**src/rtl/req_client_pkg.sv**
```systemverilog
// Shared types and helpers for the four-channel arbiter client.
package req_client_pkg;

    localparam int NCH  = 4;
    localparam int CH_W = 2;

    typedef enum logic [1:0] {
        IDLE    = 2'd0,
        REQ     = 2'd1,
        XFER    = 2'd2,
        RELEASE = 2'd3
    } state_t;

    // True when two or more bits of the vector are set.
    function automatic logic multi_hot(input logic [NCH-1:0] v);
        logic seen;
        logic multi;
        seen  = 1'b0;
        multi = 1'b0;
        for (int i = 0; i < NCH; i++) begin
            multi = multi | (seen & v[i]);
            seen  = seen | v[i];
        end
        return multi;
    endfunction

    function automatic logic [CH_W-1:0] lowest_index(input logic [NCH-1:0] v);
        logic [CH_W-1:0] idx;
        idx = '0;
        for (int i = NCH - 1; i >= 0; i--) begin
            if (v[i]) idx = CH_W'(i);
        end
        return idx;
    endfunction

endpackage

```
**src/rtl/req_client_slot.sv**
```systemverilog
// One channel of the client: holds a single burst job, requests the arbiter,
// counts granted beats and waits for the grant to clear before going idle.
module req_client_slot
    import req_client_pkg::*;
#(
    parameter int LEN_W   = 4,
    parameter int TIMEOUT = 64
) (
    input  logic             clock,
    input  logic             reset,
    input  logic             start,
    input  logic [LEN_W-1:0] len,
    input  logic             gnt,
    output logic             idle,
    output logic             req,
    output logic             beat,
    output logic             done,
    output logic             xfer_drop,
    output logic             stall
);

    localparam int WAIT_W = $clog2(TIMEOUT + 1);
    localparam logic [WAIT_W-1:0] WAIT_MAX = WAIT_W'(TIMEOUT);

    state_t            state, state_next;
    logic [LEN_W-1:0]  cnt, cnt_next;
    logic [WAIT_W-1:0] wait_cnt, wait_next;
    logic              stall_next;

    always_ff @(posedge clock) begin
        if (reset) begin
            state    <= IDLE;
            cnt      <= '0;
            wait_cnt <= '0;
            stall    <= 1'b0;
        end else begin
            state    <= state_next;
            cnt      <= cnt_next;
            wait_cnt <= wait_next;
            stall    <= stall_next;
        end
    end

    always_comb begin
        state_next = state;
        cnt_next   = cnt;
        wait_next  = wait_cnt;
        stall_next = stall;
        req        = 1'b0;
        beat       = 1'b0;
        done       = 1'b0;
        xfer_drop  = 1'b0;
        unique case (state)
            IDLE: begin
                if (start) begin
                    cnt_next   = len;
                    wait_next  = '0;
                    state_next = REQ;
                end
            end
            REQ: begin
                req = 1'b1;
                if (gnt) begin
                    beat      = 1'b1;
                    wait_next = '0;
                    if (cnt == '0) begin
                        state_next = RELEASE;
                    end else begin
                        cnt_next   = cnt - LEN_W'(1);
                        state_next = XFER;
                    end
                end else begin
                    // Saturating wait count; reaching the limit latches the sticky stall.
                    if (wait_cnt != WAIT_MAX) wait_next = wait_cnt + WAIT_W'(1);
                    if (wait_next == WAIT_MAX) stall_next = 1'b1;
                end
            end
            XFER: begin
                req = 1'b1;
                if (gnt) begin
                    beat = 1'b1;
                    if (cnt == '0) begin
                        state_next = RELEASE;
                    end else begin
                        cnt_next = cnt - LEN_W'(1);
                    end
                end else begin
                    xfer_drop = 1'b1;
                end
            end
            RELEASE: begin
                // The arbiter still owns us until its grant falls; a reset here must not report completion.
                if (!gnt) begin
                    done       = ~reset;
                    state_next = IDLE;
                end
            end
            default: state_next = IDLE;
        endcase
    end

    assign idle = (state == IDLE);

endmodule

```
**src/rtl/req_client_4ch.sv**
```systemverilog
// Four-channel requester for the fixed-priority grant arbiter: job demux,
// beat/done reporting and grant-protocol checking around four channel slots.
module req_client_4ch
    import req_client_pkg::*;
#(
    parameter int LEN_W   = 4,
    parameter int TIMEOUT = 64
) (
    input  logic             clock,
    input  logic             reset,
    input  logic             job_valid,
    output logic             job_ready,
    input  logic [1:0]       job_ch,
    input  logic [LEN_W-1:0] job_len,
    input  logic             gnt_0,
    input  logic             gnt_1,
    input  logic             gnt_2,
    input  logic             gnt_3,
    output logic             req_0,
    output logic             req_1,
    output logic             req_2,
    output logic             req_3,
    output logic             beat_valid,
    output logic [1:0]       beat_ch,
    output logic             done,
    output logic [1:0]       done_ch,
    output logic [3:0]       stall,
    output logic             proto_err
);

    logic [NCH-1:0] gnt;
    logic [NCH-1:0] gnt_q;
    logic [NCH-1:0] start;
    logic [NCH-1:0] idle;
    logic [NCH-1:0] req;
    logic [NCH-1:0] beat_vec;
    logic [NCH-1:0] done_vec;
    logic [NCH-1:0] drop_vec;
    logic           proto_hit;

    assign gnt = {gnt_3, gnt_2, gnt_1, gnt_0};

    for (genvar i = 0; i < NCH; i++) begin : g_slot
        assign start[i] = job_valid && idle[i] && (job_ch == CH_W'(i));

        req_client_slot #(
            .LEN_W   (LEN_W),
            .TIMEOUT (TIMEOUT)
        ) u_slot (
            .clock     (clock),
            .reset     (reset),
            .start     (start[i]),
            .len       (job_len),
            .gnt       (gnt[i]),
            .idle      (idle[i]),
            .req       (req[i]),
            .beat      (beat_vec[i]),
            .done      (done_vec[i]),
            .xfer_drop (drop_vec[i]),
            .stall     (stall[i])
        );
    end

    assign job_ready = idle[job_ch];
    assign req_0     = req[0];
    assign req_1     = req[1];
    assign req_2     = req[2];
    assign req_3     = req[3];

    assign beat_valid = |beat_vec;
    assign beat_ch    = lowest_index(beat_vec);
    assign done       = |done_vec;
    assign done_ch    = lowest_index(done_vec);

    // Overlapping grants, a grant appearing on an idle channel, a grant lost mid-burst,
    // or simultaneous completions can only come from a misbehaving arbiter.
    assign proto_hit = multi_hot(gnt)
                     | (|(gnt & ~gnt_q & idle))
                     | (|drop_vec)
                     | multi_hot(done_vec);

    always_ff @(posedge clock) begin
        if (reset) begin
            gnt_q     <= '0;
            proto_err <= 1'b0;
        end else begin
            gnt_q <= gnt;
            if (proto_hit) proto_err <= 1'b1;
        end
    end

endmodule
```
**config.mk**
```make
export PLATFORM = sky130hd
export DESIGN_NAME = req_client_4ch
export DESIGN_NICKNAME = d
export VERILOG_FILES = /design/src/rtl/req_client_pkg.sv /design/src/rtl/req_client_slot.sv /design/src/rtl/req_client_4ch.sv
export SDC_FILE = /design/constraint.sdc
export NUM_CORES = 1
export LEC_CHECK = 0
export CELL_PAD_IN_SITES_DETAIL_PLACEMENT = 0
export CELL_PAD_IN_SITES_GLOBAL_PLACEMENT = 2
export CORE_ASPECT_RATIO = 0.7
export CORE_MARGIN = 2
export CORE_UTILIZATION = 35
export CTS_CLUSTER_DIAMETER = 100
export DETAILED_ROUTE_END_ITERATION = 16
export GPL_TIMING_DRIVEN = 0
export PLACE_DENSITY_LB_ADDON = 0.08
export SETUP_SLACK_MARGIN = 0.02
export SYNTH_ARGS = -nofsm -noshare
export SYNTH_HDL_FRONTEND = slang
export SYNTH_SLANG_ARGS = --single-unit
```
**constraint.sdc**
```tcl
create_clock -name clock -period 2.2 [get_ports clock]
set_clock_uncertainty 0.2 [all_clocks]
set_input_delay 0.55 -clock clock [delete_from_list [all_inputs] [get_ports clock]]
set_output_delay 0.55 -clock clock [all_outputs]
set_load 0.01 [all_outputs]
```
# Yosys cells after proc, flatten, opt, wreduce, memory -nomap -nowiden
# Index checks and enable logic that the tools add are counted.
# totals
out_inout_bits,16
ff_bits,61
# classes
n_addsub,8
bitwise_logic,25
reduce_logical,49
eq_ne,51
order_cmp,1
n_mux,106
# op_table
cell,count
2-to-1 mux 7 bit,20
2-to-1 mux 2 bit,28
case mux 7 bit (2 select lines),4
2-to-1 mux 4 bit,12
2-to-1 mux 1 bit,33
"!= test 2 bit, second input constant",16
case mux 2 bit (4 select lines),4
case mux 4 bit (2 select lines),4
"adder 7 x 1 -> 7 bit, second input constant",4
"== test 7 bit, second input constant",4
"!= test 7 bit, second input constant",4
"!= test 2 x 1 -> 1 bit, second input constant",12
"== test 2 bit, second input constant",10
AND reduction 5 bit,4
logical NOT 4 bit,4
AND reduction 4 bit,4
nonzero test 2 bit,8
OR reduction 4 bit,4
"subtractor 4 x 1 -> 4 bit, second input constant",4
AND reduction 3 bit,4
bitwise OR 1 bit,11
"== test 2 x 1 -> 1 bit, second input constant",5
logical NOT 2 bit,5
bitwise AND 4 bit,2
other kinds (8),30

# Depth between registers and ports, before layout
# depth
ltp_word,8
depth_mapped,8

# Hierarchy
# From an unflattened synthesis, not the netlist that was laid out.
# unflattened
hier_cells,505
area_unflattened_um2,4082.7
# modules_own_cells
mod,n_inst,area_per_inst_um2,seq_area_each_um2,cells_each
req_client_slot,4,937.1,280.3,116
req_client_4ch,1,334.1,100.1,41

# Worst setup path before layout
# OpenSTA, ideal clock, no wires.
# synth_path
kind,flip-flop to output port
startpoint,register g_slot[3].u_slot.state[1]
endpoint,output beat_ch[0]
arrival_ns,1.492
t_required_ns,1.450
setup_slack_ns,-0.042
stages_incl_launch_ff,6
path_cell_list,dfxtp_1 > inv_1 > ha_1 > clkbuf_1 > nand3_1 > a21boi_0
# synth_between
elab_chain_len,7
word_cells_on_any_way,8
cone_classes,eq/ne (2); mux (5); reduce/logical (1)
# synth_lines
item,line,rtl
start: declaration,req_client_slot.sv:25,"state_t state, state_next;"
start signal: assignment,req_client_slot.sv:37,state <= state_next;
== test 2 x 1 -> 1 bit / == test 2 bit (equally long branches),req_client_slot.sv:53,unique case (state)
OR reduction 2 bit (no source line) *,-,
2-to-1 mux 1 bit *,-,
2-to-1 mux 2 bit * (4 in series),req_client_pkg.sv:31,if (v[i]) idx = CH_W'(i);
end: declaration,req_client_4ch.sv:24,"output logic [1:0] beat_ch,"
# Every way passes the cells marked *; elsewhere a longest branch is shown, timed or not.

# Worst setup path after layout
# layout_path
startpoint,register g_slot[0].u_slot.state[1]
endpoint,output job_ready
# layout_between
elab_chain_len,3
# layout_lines
item,line,rtl
start: declaration,req_client_slot.sv:25,
start signal: assignment,req_client_slot.sv:37,
logical NOT 2 bit,req_client_slot.sv:102,assign idle = (state == IDLE);
binary-select mux 1 bit (select 2 bit),req_client_4ch.sv:64,assign job_ready = idle[job_ch];
2-to-1 mux 1 bit (not written as such),req_client_4ch.sv:64,
end: declaration,req_client_4ch.sv:12,"output logic job_ready,"
# Every way passes these cells. The select of a mux whose other input is x is not followed.

==> out/results.tsv <==
stage	metric	value	unit
run_status	status	complete, but fails checks	
run_status	failing checks	negative setup slack	
clock_network	CTS root buf	clkbuf_16	
timing	clock period minus worst slack	2309	ps
worst_setup_path	Worst Path Required	1450	ps
final_layout	Fillers	1147	
clock_network	clk slew on worst S/H paths	50	ps
floorplanning	die width	134.8	µm
power	Lkg Pwr	2.046	nW
worst_setup_path	FF-to-FF Start	g_slot[0].u_slot.state[1]	
synthesis	synthesized instance count	502	
timing	Max Fclk	0.4331	GHz
worst_setup_path	Setup crit start kind	register	
synthesis	Netlist cell types	81	
final_layout	number of diodes	0	
global_route	largest net degree at the start of global routing	11	
timing	Slew Limit Fails	0	
global_route	total gr overflow	0	
final_layout	most common library cell in the layout ignoring fill and taps	dfxtp_1	
worst_setup_path	CP max FO	5	
timing	Final Hold Viols	0	
route	DRC	0	
route	number of routed nets with antenna violations	0	
clock_network	TritonCTS buffer count	9	
synthesis	synth top area cells	dfxtp_1 29%, ha_1 8.4%, a21oi_1 3.5%	
floorplanning	die area	12880	µm²
final_layout	Reg area	1241	µm²
final_layout	most frequent cells in the layout	53 x dfxtp_1, 36 x nor2_1, 29 x nand2_1	
synthesis	top_reg_cell synth	dfxtp_1	
worst_setup_path	Worst Setup SP	g_slot[0].u_slot.state[1]	
worst_hold_path	Hold Crit Class	reg -> reg	
flow_run	maxcap violations	0	
synthesis	Yosys reg bits	61	
final_layout	multi-input logic area	2927	µm²
synthesis	Mapped Area	4190	µm²
global_route	initial antenna violation count	0	
power	pwr dens	930.5	nW/µm²
timing	Setup Viol. Count Final	6	
synthesis	Synth area leader	dfxtp_1	
route	violation count after the first detailed-route iteration	303	
place	GPL Wtd Cong	0.7993	
synthesis	Syn Area/Cell	8.347	µm²
synthesis	sequential share of the synthesized area	29.14	%
floorplanning	Placeable Area	11690	µm²
synthesis	number of flops mapped to enable cells by yosys	0	
final_layout	Syn-to-layout area delta	27.89	%
worst_setup_path	WS Path Type	reg -> out	
clock_network	TritonCTS Sinks	61	
route	DR vias	3830	
synthesis	async set-or-reset flop fraction in the synthesized netlist	0	%
floorplanning	Rows	33	
floorplanning	Boundary Pins	29	
timing	Setup TNS	-348.8	ps
final_layout	Cell Count, Final, Fillers Out	724	
route	routed wire length per instance	16.51	µm
route	final WL	11950	µm
final_layout	NumNets Final	604	
timing	RSZ-0062 raised after global routing	yes	
worst_setup_path	Setup crit end kind	output port	
clock_network	H-Tree Depth	3	
power	Worst VDD drop	0.3946	mV
final_layout	layout cells sized above 1	25.22	%
synthesis	syn_nets	543	
synthesis	Synth top area share	29.14	%
clock_network	Skew-Pair Late Insertion Delay	330	ps
global_route	vias in the first global route	3399	
route	first-pass detailed-route iteration total	4	
route	vias per cell	5.290	
global_route	first-pass GRT wire length	19040	µm
floorplanning	starting density of the core	35.86	%
worst_setup_path	WP data arrival	1560	ps
place	hpwl dp	8537	µm
synthesis	YS warnings	0	
timing	worst slew pin tran	858.9	ps
timing	setup ws final	-108.7	ps
final_layout	final core occ	45.86	%
global_route	overall routing resource usage	19.39	%
clock_network	CTS tree	done	
timing	period utilization	104.9	%
worst_hold_path	Worst Hold Launch	g_slot[0].u_slot.stall	
clock_network	clk buf depth	2	
timing	Slew HR	42.74	%
place	total placed cells including tap cells	686	
place	port buffer count	27	
floorplanning	Die Height	95.55	µm
## kinds of logic (layout without fill, tap and decap cells)
family / Yosys count / in the layout / synth area share, %
and+or+nand+nor: 186 / 186 / 25.65
adders and majority gates: 28 / 28 / 8.361
muxes: 15 / 15 / 4.360
buffers and inverters: 59 / 124 / 6.151
xor gates and xnor gates: 18 / 18 / 3.762
DFF: 61 / 61 / 29.14
AOI/OAI and AO/OA: 135 / 135 / 22.57
## power by group
part           internal [mW]  leakage, nW  switching, mW
Combinational           1.01         1.41           1.24
Sequential              1.25        0.500          0.146
Clock                  0.847        0.139          0.500
## worst paths after layout
kind,endpoint,slack (ps),cells past startpoint
worst max register to register,g_slot[0].u_slot.cnt[2],120,8
worst max-delay path,job_ready,-110,4
worst min-delay path,g_slot[0].u_slot.stall,270,1
worst min register to register,g_slot[0].u_slot.stall,270,1
## stage by stage
step,setup WS (ps),power (mW),hold WS (ps),area (µm²)
floorplan,28.58,2.766,233.5,4190
global placement,-919.0,3.322,250.4,4657
CTS,-146.5,4.938,273.9,5251
global route,-151.3,5.321,294.0,5359
detailed placement,-910.6,3.339,258.3,4657
finish,-108.7,4.987,272.7,5359
## metal layers
layer	up-vias	GRT usage, %	part of all wire, %
li1	1952	-	-
met1	1802	28.43	53
met2	65	28.09	42
met3	11	4.200	3.7
met4	0	5.965	1.2
met5	-	0	0
## worst max-delay path: stages (launching register included)
cell	delay, ps
dfxtp_4	390
inv_4	50
ha_4	160
mux4_2	490
buf_6	140
## synthesized netlist by cell type, types with 7 or more instances
cell,instances
nor3b_1,7
o21ai_0,19
o21ai_1,8
dfxtp_1,61
clkbuf_1,8
mux2i_1,10
nor2_1,38
ha_1,28
nand2_1,32
a211oi_1,11
nand3_1,19
a21oi_1,29
nor2b_1,17
a311oi_1,7
xnor2_1,13
inv_1,36
nand2b_1,7
nor3_1,10
## flip-flops by register name (all words and copies together) (netlist names)
signal and flops:
proto_err 1, gnt_q 4, g_slot.u_slot.state 8, g_slot.u_slot.cnt 16
g_slot.u_slot.wait_cnt 28, g_slot.u_slot.stall 4
## final cells by class
type | instances | area share [%]
Clock inverter | 1 | 0.09339
Buffer | 19 | 2.382
Multi-Input combinational cell | 382 | 54.61
Inverter | 38 | 2.802
Clock buffer | 14 | 5.113
Timing Repair Buffer | 52 | 8.172
Sequential cell | 61 | 23.16
Tap cell | 157 | 3.666
## timing repair
action / CTS / global route
hold endpoints to repair: 0 / 0
setup endpoints to repair: 30 / 23
hold buffers: 0 / 0
pin swaps: 6 / 5
resized for setup: 119 / 16
buffers inserted: 17 / 8
Power figures use the tool's default switching activity.
